[src/rtl/microwave_pkg.sv]
// Shared types and constants for the microwave sequencing controller.
// The QLOAD state and quick-start digits are used only when
// MICROWAVE_QUICK_START_EN is defined.
package microwave_pkg;

    localparam int unsigned DIGIT_W = 4;
    localparam logic [DIGIT_W-1:0] KEY_MAX = 4'd9;

    // Quick-start preset 0:30, shifted most-significant digit first
    localparam logic [DIGIT_W-1:0] QS_DIGIT0 = 4'd0;
    localparam logic [DIGIT_W-1:0] QS_DIGIT1 = 4'd3;
    localparam logic [DIGIT_W-1:0] QS_DIGIT2 = 4'd0;

    typedef enum logic [2:0] {
        IDLE,
        SETTING,
        COOKING,
        PAUSED,
        DONE
`ifdef MICROWAVE_QUICK_START_EN
        ,
        QLOAD
`endif
    } state_e;

    // Quick-start digit for shift position idx (0..2)
    function automatic logic [DIGIT_W-1:0] qs_digit(input logic [1:0] idx);
        case (idx)
            2'd0:    return QS_DIGIT0;
            2'd1:    return QS_DIGIT1;
            default: return QS_DIGIT2;
        endcase
    endfunction

endpackage

[src/rtl/microwave_beep_cnt.sv]
// Completion-beep timer: loadable down-counter that holds o_beep high for
// BEEP_CYCLES cycles after i_load, with an early abort.
module microwave_beep_cnt #(
    parameter int unsigned BEEP_CYCLES = 6
) (
    input  logic i_clk,
    input  logic i_clr,
    input  logic i_load,
    input  logic i_abort,
    output logic o_beep,
    output logic o_last
);

    localparam int unsigned CNT_W = $clog2(BEEP_CYCLES + 1);

    logic [CNT_W-1:0] r_cnt;
    logic [CNT_W-1:0] w_cnt_nxt;
    logic             r_beep;

    // Next count: load wins over abort, otherwise count down to zero
    always_comb begin
        w_cnt_nxt = r_cnt;
        if (i_load) begin
            w_cnt_nxt = CNT_W'(BEEP_CYCLES);
        end else if (i_abort) begin
            w_cnt_nxt = '0;
        end else if (r_cnt != '0) begin
            w_cnt_nxt = r_cnt - CNT_W'(1);
        end
    end

    // Count register and registered beep output
    always_ff @(posedge i_clk) begin
        if (i_clr) begin
            r_cnt  <= '0;
            r_beep <= 1'b0;
        end else begin
            r_cnt  <= w_cnt_nxt;
            r_beep <= (w_cnt_nxt != '0);
        end
    end

    assign o_beep = r_beep;
    // Final beep cycle: the controller leaves DONE on this edge
    assign o_last = (r_cnt == CNT_W'(1));

endmodule

[src/rtl/microwave_ctrl.sv]
// Microwave sequencing controller: keypad digit entry into the BCD timer,
// cook/pause/stop control, magnetron enable and completion beep.
// Define MICROWAVE_QUICK_START_EN to enable start-from-IDLE quick start (0:30).
module microwave_ctrl
    import microwave_pkg::*;
#(
    parameter int unsigned BEEP_CYCLES = 6,
    parameter int unsigned MAX_DIGITS  = 3
) (
    input  logic               clk,
    input  logic               clr,
    input  logic               key_valid,
    input  logic [DIGIT_W-1:0] key_digit,
    input  logic               start,
    input  logic               stop,
    input  logic               door_closed,
    input  logic               timer_zero,
    output logic               timer_loadn,
    output logic               timer_clrn,
    output logic               timer_en,
    output logic [DIGIT_W-1:0] timer_data,
    output logic               mag_on,
    output logic               done_beep,
    output logic               busy
);

    // Count also indexes the three quick-start digits, so keep at least 2 bits
    localparam int unsigned CNT_W =
        ($clog2(MAX_DIGITS + 1) < 2) ? 2 : $clog2(MAX_DIGITS + 1);

    state_e             r_state;
    state_e             w_state_nxt;
    logic [CNT_W-1:0]   r_count;
    logic [CNT_W-1:0]   w_count_nxt;
    logic               r_timer_loadn;
    logic               r_timer_clrn;
    logic               r_timer_en;
    logic [DIGIT_W-1:0] r_timer_data;
    logic               r_mag_on;
    logic               r_busy;

    logic               w_loadn_nxt;
    logic               w_clrn_nxt;
    logic [DIGIT_W-1:0] w_data_nxt;
    logic               w_key_ok;
    logic               w_beep_load;
    logic               w_beep_abort;
    logic               w_beep_last;

    assign w_key_ok = key_valid && (key_digit <= KEY_MAX);

    // Next state and next registered outputs, resolved in priority order
    always_comb begin
        w_state_nxt  = r_state;
        w_count_nxt  = r_count;
        w_loadn_nxt  = 1'b1;
        w_clrn_nxt   = 1'b1;
        w_data_nxt   = r_timer_data;
        w_beep_abort = 1'b0;

        case (r_state)
            IDLE: begin
                if (stop) begin
                    w_clrn_nxt = 1'b0;
                end
`ifdef MICROWAVE_QUICK_START_EN
                else if (start && door_closed) begin
                    w_state_nxt = QLOAD;
                    w_loadn_nxt = 1'b0;
                    w_data_nxt  = qs_digit(2'd0);
                    w_count_nxt = CNT_W'(1);
                end
`endif
                else if (w_key_ok) begin
                    w_state_nxt = SETTING;
                    w_loadn_nxt = 1'b0;
                    w_data_nxt  = key_digit;
                    w_count_nxt = CNT_W'(1);
                end
            end

            SETTING: begin
                if (stop) begin
                    w_clrn_nxt  = 1'b0;
                    w_state_nxt = IDLE;
                end else if (start && door_closed && !timer_zero) begin
                    w_state_nxt = COOKING;
                end else if (w_key_ok && (r_count < CNT_W'(MAX_DIGITS))) begin
                    w_loadn_nxt = 1'b0;
                    w_data_nxt  = key_digit;
                    w_count_nxt = r_count + CNT_W'(1);
                end
            end

            COOKING: begin
                if (stop || !door_closed) begin
                    w_state_nxt = PAUSED;
                end else if (timer_zero) begin
                    w_state_nxt = DONE;
                end
            end

            PAUSED: begin
                if (stop) begin
                    w_clrn_nxt  = 1'b0;
                    w_state_nxt = IDLE;
                end else if (start && door_closed) begin
                    w_state_nxt = COOKING;
                end
            end

            DONE: begin
                if (stop || !door_closed || key_valid) begin
                    w_state_nxt  = IDLE;
                    w_beep_abort = 1'b1;
                end else if (w_beep_last) begin
                    w_state_nxt = IDLE;
                end
            end

`ifdef MICROWAVE_QUICK_START_EN
            // First quick-start digit is shifted on entry; count tracks the rest
            QLOAD: begin
                if (stop || !door_closed) begin
                    w_clrn_nxt  = 1'b0;
                    w_state_nxt = IDLE;
                end else if (r_count == CNT_W'(3)) begin
                    w_state_nxt = COOKING;
                end else begin
                    w_loadn_nxt = 1'b0;
                    w_data_nxt  = qs_digit(r_count[1:0]);
                    w_count_nxt = r_count + CNT_W'(1);
                end
            end
`endif

            default: begin
                w_state_nxt = IDLE;
            end
        endcase

        if (w_state_nxt == IDLE) begin
            w_count_nxt = '0;
        end
    end

    assign w_beep_load = (r_state == COOKING) && (w_state_nxt == DONE);

    // State, digit count and all controller outputs are registered here
    always_ff @(posedge clk) begin
        if (clr) begin
            r_state       <= IDLE;
            r_count       <= '0;
            r_timer_loadn <= 1'b1;
            r_timer_clrn  <= 1'b0;
            r_timer_en    <= 1'b0;
            r_timer_data  <= '0;
            r_mag_on      <= 1'b0;
            r_busy        <= 1'b0;
        end else begin
            r_state       <= w_state_nxt;
            r_count       <= w_count_nxt;
            r_timer_loadn <= w_loadn_nxt;
            r_timer_clrn  <= w_clrn_nxt;
            r_timer_en    <= (w_state_nxt == COOKING);
            r_timer_data  <= w_data_nxt;
            r_mag_on      <= (w_state_nxt == COOKING);
            r_busy        <= (w_state_nxt == COOKING) || (w_state_nxt == PAUSED);
        end
    end

    microwave_beep_cnt #(
        .BEEP_CYCLES(BEEP_CYCLES)
    ) u_beep_cnt (
        .i_clk  (clk),
        .i_clr  (clr),
        .i_load (w_beep_load),
        .i_abort(w_beep_abort),
        .o_beep (done_beep),
        .o_last (w_beep_last)
    );

    assign timer_loadn = r_timer_loadn;
    assign timer_clrn  = r_timer_clrn;
    assign timer_en    = r_timer_en;
    assign timer_data  = r_timer_data;
    assign mag_on      = r_mag_on;
    assign busy        = r_busy;

endmodule

[config.mk]
export PLATFORM = sky130hd
export DESIGN_NAME = microwave_ctrl
export DESIGN_NICKNAME = d
export VERILOG_FILES = /design/src/rtl/microwave_pkg.sv /design/src/rtl/microwave_beep_cnt.sv /design/src/rtl/microwave_ctrl.sv
export SDC_FILE = /design/constraint.sdc
export NUM_CORES = 1
export LEC_CHECK = 0
export BUFFER_PORTS_ARGS = -buffer_cell sky130_fd_sc_hd__buf_2
export CORE_MARGIN = 3
export CORE_UTILIZATION = 50
export CTS_CLUSTER_DIAMETER = 200
export DETAILED_ROUTE_END_ITERATION = 10
export PLACE_DENSITY = 0.83
export SLEW_MARGIN = 20
export SYNTH_ARGS = -nofsm -noshare
export SYNTH_HDL_FRONTEND = slang
export SYNTH_HIERARCHICAL = 1
export SYNTH_SLANG_ARGS = --single-unit
export TNS_END_PERCENT = 20
[constraint.sdc]
create_clock -name clk -period 1.9 [get_ports clk]
set_clock_uncertainty 0.15 [all_clocks]
set_input_delay 0.38 -clock clk [delete_from_list [all_inputs] [get_ports clk]]
set_output_delay 0.38 -clock clk [all_outputs]
set_load 0.01 [all_outputs]
Yosys cells after proc, flatten, opt, wreduce, memory -nomap -nowiden
Index checks and enable logic that the tools add are counted.
{"block": "classes", "n_addsub": 2, "n_lt_le_gt_ge": 2, "n_eq_ne": 13, "muxes": 36, "reduce_logical": 18}
{"operator": "2-to-1 mux 3 bit", "count": 13}
{"operator": "2-to-1 mux 4 bit", "count": 5}
{"operator": "one-hot mux 3 bit (5 select lines)", "count": 1}
{"operator": "== test 3 x 2 -> 1 bit, second input constant", "count": 4}
{"operator": "2-to-1 mux 2 bit", "count": 5}
{"operator": "!= test 2 bit, second input constant", "count": 5}
{"operator": "2-to-1 mux 1 bit", "count": 9}
{"operator": "one-hot mux 4 bit (2 select lines)", "count": 1}
{"operator": "== test 3 x 1 -> 1 bit, second input constant", "count": 2}
{"operator": "== test 3 bit, second input constant", "count": 2}
{"operator": "zero test 3 bit", "count": 2}
{"operator": "AND reduction 6 bit", "count": 1}
{"operator": "nonzero test 3 bit", "count": 2}
{"operator": "logical AND 1 bit", "count": 5}
{"operator": "<= comparator 4 bit, second input constant", "count": 1}
{"operator": "one-hot mux 2 bit (2 select lines)", "count": 1}
{"operator": "logical OR 1 bit", "count": 3}
{"operator": "OR reduction 3 bit", "count": 1}
{"operator": "subtractor 3 x 1 -> 3 bit, second input constant", "count": 1}
{"operator": "adder 2 x 1 -> 2 bit, second input constant", "count": 1}
{"operator": "zero test 1 bit", "count": 2}
{"operator": "< comparator 2 bit, second input constant", "count": 1}
{"operator": "one-hot mux 1 bit (2 select lines)", "count": 1}
{"operator": "nonzero test 2 bit", "count": 1}
{"operator": "OR reduction 2 bit", "count": 1}
{"block": "word_totals", "regBits": 17, "output_inout_bits": 10, "wordCells": 80}

Depth between registers and ports, before layout
Gate-level depths: netlist of run 1.
{"block": "logic_depth", "word_depth": 9, "mapped_depth": 7}

Hierarchy
Netlist of run 1, hierarchy kept.
{"module": "microwave_ctrl", "n_inst": 1, "cells_each": 66, "area_per_inst_um2": 611.8, "seq_area_each_um2": 260.2}
{"module": "microwave_beep_cnt", "n_inst": 1, "cells_each": 25, "area_per_inst_um2": 234.0, "seq_area_each_um2": 80.1}

Least setup slack after synthesis of run 1
No wires, ideal clock.
{"block": "synth_path", "kind": "input-to-reg", "from": "input key_digit[1]", "to": "register r_count[0]", "setup_time_ns": 0.103, "t_arrival_ns": 1.360, "required_ns": 1.647, "setup_slack_ns": 0.287, "path_stages": 5, "path_buffers": 0, "cell_sequence": "o21ai_0 -> nand4_1 -> o221a_2 -> and4_4 -> a2111oi_2"}
{"block": "synth_via", "elab_chain_len": 7, "elab_cells_between_ends": 11}
{"element": "from (decl)", "line": "microwave_ctrl.sv:13", "source": "input logic [DIGIT_W-1:0] key_digit,"}
{"element": "<= comparator 4 bit *", "line": "microwave_ctrl.sv:50", "source": "assign w_key_ok = key_valid && (key_digit <= KEY_MAX);"}
{"element": "logical AND 1 bit *", "line": "microwave_ctrl.sv:50"}
{"element": "2-to-1 mux 3 bit", "line": "microwave_ctrl.sv:74", "source": "else if (w_key_ok) begin"}
{"element": "2-to-1 mux 3 bit", "line": "microwave_ctrl.sv:63", "source": "if (stop) begin"}
{"element": "one-hot mux 3 bit (5 select lines)", "line": "microwave_ctrl.sv:61", "source": "case (r_state)"}
{"element": "zero test 3 bit", "line": "microwave_ctrl.sv:142", "source": "if (w_state_nxt == IDLE) begin"}
{"element": "OR reduction 2 bit (no line)"}
{"element": "to (signal assigned)", "line": "microwave_ctrl.sv:162", "source": "r_count <= w_count_nxt;"}
{"element": "to (decl)", "line": "microwave_ctrl.sv:33", "source": "logic [CNT_W-1:0] r_count;"}
Every way passes the cells marked *; elsewhere a longest branch is shown, timed or not.
A chain may end at the register's enable or synchronous reset.

Final worst setup path of run 1
{"block": "layout_path", "from": "register u_beep_cnt.r_cnt[1]", "to": "register r_count[0]"}
{"block": "layout_via", "elab_chain_len": 6}
{"element": "from (decl)", "line": "microwave_beep_cnt.sv:16", "source": "logic [CNT_W-1:0] r_cnt;"}
{"element": "from (signal assigned)", "line": "microwave_beep_cnt.sv:38", "source": "r_cnt <= w_cnt_nxt;"}
{"element": "== test 3 x 1 -> 1 bit", "line": "microwave_beep_cnt.sv:45", "source": "assign o_last = (r_cnt == CNT_W'(1));"}
{"element": "net w_beep_last", "line": "microwave_ctrl.sv:48", "source": "logic w_beep_last;"}
{"element": "2-to-1 mux 3 bit", "line": "microwave_ctrl.sv:116", "source": "end else if (w_beep_last) begin"}
{"element": "2-to-1 mux 3 bit", "line": "microwave_ctrl.sv:113", "source": "if (stop || !door_closed || key_valid) begin"}
{"element": "one-hot mux 3 bit (5 select lines)", "line": "microwave_ctrl.sv:61"}
{"element": "zero test 3 bit", "line": "microwave_ctrl.sv:142"}
{"element": "OR reduction 2 bit (no line)"}
The timed path passes the listed nets, and every way through them passes these cells.

==> results of run 1 <==
-- layout make-up --
cell class	count	area [sq um]	area share, %
clock buffers	4	26.28	2.628
inverters	7	26.28	2.628
multi-input cells	66	471.7	47.18
flip-flops and latches	17	340.3	34.04
well taps	16	20.02	2.003
repair buffers	22	115.1	11.51
-- registers in the layout, indices dropped and copies added, names as in the netlist --
signal and flops:
timer_data 4, r_state 3, u_beep_cnt/r_cnt 3, r_count 2, busy 1, mag_on 1, timer_clrn 1, timer_loadn 1
u_beep_cnt/o_beep 1
-- synth_stat cells --
cell type	instances
a21o_1	1
o21bai_1	1
a21oi_1	4
nor3_1	3
and2b_1	1
ha_1	4
nand2b_4	2
nand2_2	1
and3b_1	1
nand4_2	1
nor4_1	1
nand3_1	2
a2111oi_2	1
a22oi_1	2
mux2i_1	4
o221a_2	1
nor2_1	11
nand2_1	6
o21bai_4	1
inv_1	7
nand2b_1	2
dfxtp_1	17
o21ai_0	3
nand4_1	2
mux2_4	1
a31oi_1	1
and2_2	1
o211ai_1	1
buf_4	1
nor2b_1	3
and4_4	1
nor3b_1	1
xnor2_1	1
or2_2	1
-- layer usage --
| layer | GRT usage, % | wire length [um] | vias up | share of wire (%) |
|---|---|---|---|---|
| met2 | 27.37 | 686 | 32 | 44 |
| met1 | 20.55 | 713 | 320 | 46 |
| met4 | 4.972 | 0 | 0 | 0 |
| met3 | 6.513 | 167 | 0 | 11 |
| li1 | - | - | 364 | - |
| met5 | 0 | 0 | - | 0 |
-- kinds of logic (layout without fill, tap and decap cells) --
group,after synthesis,in the layout,synth area share (%)
buffers and inverters,8,33,3.995
AOI/OAI and AO/OA,16,16,14.65
and+or+nand+nor,40,40,27.66
adders and majority gates,4,4,5.917
muxes,5,5,6.509
xor gates and xnor gates,1,1,1.036
DFF,17,17,40.24
-- stage by stage --
stage / area [sq um] / power, mW / util, % / hold slack (ns)
6_report: 999.7 / 0.9325 / 64.85 / 0.1856
5_1_grt: 999.7 / 1.000 / 64.85 / 0.1715
4_1_cts: 999.7 / 0.9449 / 64.85 / 0.1729
3_5_place_dp: 973.4 / 0.7566 / 63.15 / 0.3354
3_3_place_gp: 973.4 / 0.7469 / 63.15 / 0.3229
2_1_floorplan: 845.8 / 0.6858 / - / 0.2994
-- worst max-delay path, cell delays in order (launching register included) --
cell and delay, ns:
dfxtp_1 0.34, inv_1 0.08, ha_1 0.17, and2b_1 0.15, nor2_1 0.09, nand4_1 0.14
and4_4 0.22, a2111oi_2 0.26
-- power groups by stage --
stage	Clock [mW]	Combinational (mW)	Sequential, mW
3_3_place_gp	0	0.313	0.434
4_1_cts	0.195	0.322	0.428
5_1_grt	0.207	0.359	0.434
2_1_floorplan	0	0.245	0.440
6_report	0.184	0.321	0.428
3_5_place_dp	0	0.322	0.435
-- worst paths after layout --
kind | from | endpoint | slack (ns) | cells after the start
setup / recovery | u_beep_cnt/r_cnt[1] | r_count[0] | 0.20 | 7
hold / removal | key_digit[0] | timer_data[0] | 0.19 | 3
setup reg to reg | u_beep_cnt/r_cnt[1] | r_count[0] | 0.20 | 7
hold reg to reg | r_count[0] | r_count[0] | 0.35 | 1
==> flow_metrics.py, run 1 <==
metrics = {
    "global_route": {
        "track_usage_pct": 16.82,
        "antenna_found_initial": 0,
        "grt_overflow": 0,
        "grt_pass1_wl_mm": 2.642,
        "grt_max_degree": 12,
        "grt_pass1_vias": 648,
    },
    "sta": {
        "clock.fmax_mhz": 589.5,
        "worstMarginPinSlew_ns": 0.4839,
        "slew_viol_final": 0,
        "setup_viol": 0,
        "min_period_over_period_pct": 89.29,
        "relSlewSlack_pct": 67.45,
        "finalSetupTns_ns": 0,
        "rsz0062_at_grt": "no",
        "fin_crit_ns": 1.696,
        "hold_violations": 0,
        "setup_slack_ns": 0.2036,
    },
    "yosys": {
        "syn_area_sq_um": 845.8,
        "synth-seq-cells": 17,
        "syn_avg_cell_area_sq_um": 9.295,
        "synth_area_leader_cell": "dfxtp_1",
        "ys_seq_area_share_pct": 40.24,
        "yosys_warnings": 6,
        "netlist.area_leader.share_pct": 40.24,
        "synth_area_leaders": "dfxtp_1, ha_1, nor2_1, mux2i_1, nand2b_4",
        "synthCells": 91,
        "synth_fp_nets": 106,
        "ys_types": 34,
    },
    "die": {
        "start_util_pct": 54.87,
        "core_sq_um": 1541,
        "io_pins": 21,
        "row_count": 14,
        "fp.dieH_um": 47.13,
        "die_w_um": 47.13,
        "die_area_sq_um": 2221,
    },
    "final_layout": {
        "syn2layout_area_growth_pct": 18.20,
        "layout_common_cells": "buf_2, dfxtp_1, nor2_1",
        "mostFrequentLayoutCell": "buf_2",
        "layout.nets": 132,
        "finalNonFillerCells": 132,
        "drive_above_1_share_pct": 31.03,
        "nFillCells": 145,
        "diodes": 0,
    },
    "clocking": {
        "clockBufferDepth": 2,
        "cts.clk_slew.worst_paths_ns": 0.09,
        "cts_tree": "done",
        "cts_setup_buffers": 0,
        "clk_latency_ns": 0.28,
        "cts_sinks": 17,
        "ctsHtreeMaxLevel": 1,
        "cts_buffers": 3,
        "cts_resized": 0,
        "cts_root_buffer": "clkbuf_4",
        "hold_buffers": 0,
    },
    "setup_path": {
        "cp_max_fo": 3,
        "critical_path_class": "register to register",
        "required_ns": 1.94,
        "start_kind": "register",
        "critPathCaptureType": "register",
        "arrival_ns": 1.74,
    },
    "placed_design": {
        "io_buffers": 20,
        "placed_cells": 128,
        "post-place-ws_ns": 0.07601,
        "dp_hpwl_mm": 1.239,
        "routabilityCongestion": 0.8097,
    },
    "detailed_routing": {
        "final_antenna_net_count": 0,
        "wl_mm": 1.567,
        "wl_per_cell_um": 11.87,
        "vias_per_cell": 5.424,
        "drt_iter0_drc": 10,
        "dr.pass1.iters": 4,
        "vias": 716,
        "route.detailed.drc": 0,
    },
    "pwr": {
        "clockPowerShare_pct": 19.7,
        "swShare_pct": 30.40,
        "power.density_nw_per_um2": 932.8,
        "cell_internal_pwr_uw": 649.1,
        "p_comb_share_pct": 34.4,
        "power_switching_uw": 283.5,
        "pwr-share-seq_pct": 45.9,
        "ir_drop_uv": 649.5,
        "leakage_nw": 0.4889,
    },
    "hold_path": {
        "hp-class": "input pin to register",
    },
    "flow_run": {
        "cap_violations": 0,
    },
    "run_status": {
        "run_status": "finished, final reports clean",
    },
}
No activity file was read; power rests on OpenSTA's default activity.
==> run 2, diff against run 1 <==
--- a/config.mk
+++ b/config.mk
@@ -6,8 +6,11 @@
 export NUM_CORES = 1
 export LEC_CHECK = 0
 export BUFFER_PORTS_ARGS = -buffer_cell sky130_fd_sc_hd__buf_2
+export CAP_MARGIN = 25
+export CELL_PAD_IN_SITES_DETAIL_PLACEMENT = 1
+export CELL_PAD_IN_SITES_GLOBAL_PLACEMENT = 1
 export CORE_MARGIN = 3
-export CORE_UTILIZATION = 50
+export CORE_UTILIZATION = 38
 export CTS_CLUSTER_DIAMETER = 200
 export DETAILED_ROUTE_END_ITERATION = 10
 export PLACE_DENSITY = 0.83
==> run 2 against run 1 <==
Compared with the run above:
- sequential cell count unchanged
- critical path depth is 2 lower
- first-iteration DRC count down 20%
- critical endpoint unchanged
==> flow_metrics.py, run 2 (synthesized netlist as in run 1, its figures left out) <==
metrics = {
    "final_layout": {
        "mostFrequentLayoutCell": "buf_2",
        "fin_area_sq_um": 1035,
        "diodes": 0,
        "largest_reg_flops": 4,
        "drive_above_1_share_pct": 33.05,
        "syn2layout_area_growth_pct": 22.34,
        "layout.nets": 134,
        "finalNonFillerCells": 145,
        "layout_common_cells": "buf_2, dfxtp_1, nor2_1",
        "final_util_pct": 50.67,
    },
    "detailed_routing": {
        "vias_per_cell": 5.331,
        "wl_mm": 2.180,
        "drt_iter0_drc": 8,
        "final_antenna_net_count": 0,
        "dr.pass1.iters": 4,
        "wl_per_cell_um": 15.03,
        "route.detailed.drc": 0,
        "vias": 773,
    },
    "setup_path": {
        "cp_max_fo": 6,
        "critical_path_class": "register to register",
        "critPathCaptureType": "register",
        "r2r-start": "r_state[2]",
        "arrival_ns": 1.84,
        "reg2regPathDepth": 5,
        "start_kind": "register",
        "required_ns": 1.95,
        "r2r_slack_ns": 0.11,
        "startpoint": "r_state[2]",
    },
    "die": {
        "fp.dieH_um": 53.18,
        "core_sq_um": 2042,
        "start_util_pct": 41.42,
        "die_w_um": 53.18,
        "io_pins": 21,
        "row_count": 16,
        "die_area_sq_um": 2828,
    },
    "sta": {
        "setup_viol": 0,
        "worstMarginPinSlew_ns": 0.3303,
        "rsz0062_at_grt": "no",
        "slew_viol_final": 0,
        "finalSetupTns_ns": 0,
        "fin_crit_ns": 1.790,
        "min_period_over_period_pct": 94.19,
        "hold_violations": 0,
        "clock.fmax_mhz": 558.8,
        "relSlewSlack_pct": 77.93,
    },
    "clocking": {
        "cts_resized": 0,
        "cts_tree": "done",
        "clk_latency_ns": 0.29,
        "cts_buffers": 3,
        "cts.clk_slew.worst_paths_ns": 0.09,
        "hold_buffers": 0,
        "ctsHtreeMaxLevel": 1,
        "clockBufferDepth": 2,
        "cts_root_buffer": "clkbuf_4",
        "cts_sinks": 17,
        "cts_setup_buffers": 0,
    },
    "placed_design": {
        "placed_area_sq_um": 1002,
        "dp_hpwl_mm": 1.666,
        "routabilityCongestion": 0.8483,
        "placed_cells": 141,
        "io_buffers": 20,
    },
    "run_status": {
        "run_status": "finished, final reports clean",
    },
    "pwr": {
        "leakage_nw": 0.4988,
        "ir_drop_uv": 474.1,
        "power.density_nw_per_um2": 927.0,
    },
    "global_route": {
        "grt_max_degree": 12,
        "grt_pass1_wl_mm": 3.581,
        "track_usage_pct": 17.88,
        "grt_pass1_vias": 790,
        "antenna_found_initial": 0,
        "grt_overflow": 0,
    },
    "hold_path": {
        "hold_path_startpoint": "key_digit[1]",
        "min_path_cells": 3,
        "hp-class": "input pin to register",
    },
    "flow_run": {
        "cap_violations": 0,
    },
}
run 2: power by group:
group	switching (mW)	total [mW]	internal, mW
Sequential	0.0276	0.431	0.404
Clock	0.112	0.194	0.0818
Combinational	0.169	0.334	0.165
run 2: cell type report:
cell class,instances,area (sq um)
Clock buffer,4,26.28
Multi-Input combinational cell,66,478.0
Inverter,7,26.28
Sequential cell,17,340.3
Tap cell,27,33.78
Fill cell,269,1007
Timing Repair Buffer,24,130.1
run 2: metrics by stage:
stage	hold slack [ns]	setup slack (ns)	power, mW
3_5_place_dp	0.3372	0.05375	0.7724
5_1_grt	0.1873	0.006067	1.025
6_report	0.1774	0.1105	0.9592
4_1_cts	0.1820	0.1597	0.9706
2_1_floorplan	0.2994	0.2865	0.6858
3_3_place_gp	0.3199	0.1004	0.7569
run 2: layer usage:
metal  GRT usage, %  share of wire, %  up-vias
met5              0                 0        -
met4          10.21               2.5        0
met3          3.944               4.9        7
met2          31.20                53       22
met1          19.69                40      372
li1               -                 -      372
run 2: path summary, 6_finish.rpt:
kind,end
max reg2reg,r_count[0]
min reg2reg,timer_data[3]
min,timer_data[1]
max,r_count[0]
run 2: worst max-delay path, cell delays in order (launching register included):
cell and delay [ns]:
dfxtp_1 0.37, nor2_1 0.20, nand4_1 0.20, o221a_2 0.34, and4_4 0.18, a2111oi_2 0.26
==> run 3, diff against run 2 <==
--- a/config.mk
+++ b/config.mk
@@ -9,6 +9,7 @@
 export CAP_MARGIN = 25
 export CELL_PAD_IN_SITES_DETAIL_PLACEMENT = 1
 export CELL_PAD_IN_SITES_GLOBAL_PLACEMENT = 1
+export CORE_ASPECT_RATIO = 0.8
 export CORE_MARGIN = 3
 export CORE_UTILIZATION = 38
 export CTS_CLUSTER_DIAMETER = 200
==> constraint.sdc (replaced) <==
create_clock -name clk -period 1.9 [get_ports clk]
set_clock_uncertainty 0.15 [all_clocks]
set_input_delay 0.285 -clock clk [delete_from_list [all_inputs] [get_ports clk]]
set_output_delay 0.285 -clock clk [all_outputs]
set_load 0.01 [all_outputs]
==> run 3 against run 2 <==
Compared with the run above:
- routed wire length is 3.4% higher
- via count is 3.9% lower
- core utilization is 0.52 points higher
- count of clock-buffer cells in the layout is 1 lower
- worst hold slack worse by 0.10 ns
- highest routed layer unchanged
==> flow_metrics.py, run 3 (synthesized netlist as in run 1, its figures left out) <==
metrics = {
    "run_status": {
        "run_status": "finished, final reports clean",
    },
    "setup_path": {
        "reg2reg_to": "r_count[0]",
        "r2r-start": "r_state[2]",
        "critical_path_class": "register to register",
        "arrival_ns": 1.84,
        "start_kind": "register",
        "required_ns": 1.96,
        "cp_max_fo": 6,
        "critPathCaptureType": "register",
        "r2r_slack_ns": 0.12,
        "reg2regPathDepth": 5,
    },
    "sta": {
        "hold_violations": 0,
        "clock.fmax_mhz": 563.4,
        "setup_viol": 0,
        "relSlewSlack_pct": 78.69,
        "rsz0062_at_grt": "no",
        "worstMarginPinSlew_ns": 0.3170,
        "finalSetupTns_ns": 0,
        "min_period_over_period_pct": 93.43,
        "setup_slack_ns": 0.1249,
        "slew_viol_final": 0,
        "fin_crit_ns": 1.775,
    },
    "final_layout": {
        "diodes": 0,
        "syn2layout_area_growth_pct": 20.86,
        "nFillCells": 246,
        "fin_area_sq_um": 1022,
        "multi_input_area_sq_um": 480.5,
        "layout.nets": 132,
        "seq_area_sq_um": 340.3,
        "mostFrequentLayoutCell": "buf_2",
        "layout_common_cells": "buf_2, dfxtp_1, nor2_1",
        "drive_above_1_share_pct": 33.62,
        "largest_reg_flops": 4,
    },
    "detailed_routing": {
        "route.detailed.drc": 0,
        "vias_per_cell": 5.307,
        "wl_per_cell_um": 16.10,
        "vias": 743,
        "drt_iter0_drc": 9,
        "dr.pass1.iters": 4,
        "wl_mm": 2.254,
        "final_antenna_net_count": 0,
    },
    "die": {
        "fp.dieH_um": 48.20,
        "die_w_um": 58.75,
        "core_sq_um": 1997,
        "start_util_pct": 42.36,
        "die_area_sq_um": 2832,
        "io_pins": 21,
        "row_count": 14,
    },
    "hold_path": {
        "hold_path_startpoint": "key_digit[0]",
        "min_path_cells": 3,
        "hold_end": "timer_data[0]",
        "hp-class": "input pin to register",
    },
    "pwr": {
        "power_uw": 988.5,
        "leakage_nw": 0.4882,
        "power.density_nw_per_um2": 967.0,
        "ir_drop_uv": 594.9,
    },
    "global_route": {
        "antenna_found_initial": 0,
        "grt_pass1_vias": 774,
        "track_usage_pct": 17.83,
        "grt_pass1_wl_mm": 3.643,
        "grt_overflow": 0,
        "grt_max_degree": 12,
    },
    "clocking": {
        "cts_root_buffer": "clkbuf_4",
        "ctsHtreeMaxLevel": 1,
        "cts_buffers": 3,
        "clk_latency_ns": 0.30,
        "cts_tree": "done",
        "cts_sinks": 17,
        "cts.clk_slew.worst_paths_ns": 0.11,
        "clockBufferDepth": 2,
        "hold_buffers": 0,
    },
    "placed_design": {
        "io_buffers": 20,
        "post-place-ws_ns": 0.06472,
        "placed_area_sq_um": 983.4,
        "dp_hpwl_mm": 1.696,
        "routabilityCongestion": 0.8791,
    },
    "flow_run": {
        "cap_violations": 0,
    },
}
[run 3: metal layers]
| metal | share of wire [%] | global-route usage, % |
|---|---|---|
| met5 | 0 | 0 |
| met2 | 48 | 30.84 |
| met3 | 5.4 | 4.497 |
| met1 | 46 | 20.79 |
| met4 | 1.1 | 9.955 |
[run 3: worst max-delay path by stage]
stage | slack [ns] | depth (start not counted) | to | start
global route | 0.01 | 5 | r_count[0] | r_state[2]
finish | 0.12 | 5 | r_count[0] | r_state[2]
global placement | 0.17 | 6 | r_count[1] | key_digit[1]
CTS | 0.13 | 5 | r_count[0] | r_state[2]
detailed placement | 0.06 | 6 | r_count[0] | key_digit[1]
floorplan | 0.34 | 7 | r_count[0] | u_beep_cnt/r_cnt[1]
[run 3: power by group]
| group | switching (mW) | internal [mW] | leakage [nW] |
|---|---|---|---|
| clock network | 0.129 | 0.0804 | 0.0139 |
| logic | 0.185 | 0.166 | 0.335 |
| registers | 0.0250 | 0.404 | 0.139 |
[run 3: final cells by class]
| type | instances | share of cell area (%) |
|---|---|---|
| Clock buffer | 3 | 2.203 |
| Clock inverter | 1 | 0.7344 |
| Inverter | 7 | 2.570 |
| Multi-Input combinational cell | 66 | 47.00 |
| Sequential cell | 17 | 33.29 |
| Tap cell | 24 | 2.938 |
| Timing Repair Buffer | 22 | 11.26 |
[run 3: worst max-delay path, cell delays in order, from the launching register on]
cell and delay (ns):
dfxtp_1 0.40, nor2_2 0.18, nand4_1 0.18, o221a_2 0.34, and4_4 0.18, a2111oi_2 0.26
[run 3: what timing repair did]
item | in CTS | in global routing
setup endpoints to repair | 0 | 1
buffers inserted | 0 | 0
gates resized for setup | 0 | 2
[run 3: through the flow]
| stage | std cells | util [%] | hold WS [ns] |
|---|---|---|---|
| after global placement | 136 | 49.25 | 0.3250 |
| after floorplan | 91 | - | 0.2044 |
| after detailed placement | 136 | 49.25 | 0.3461 |
| final | 140 | 51.19 | 0.07599 |
| after CTS | 140 | 50.75 | 0.07342 |
| after global routing | 140 | 51.19 | 0.07137 |
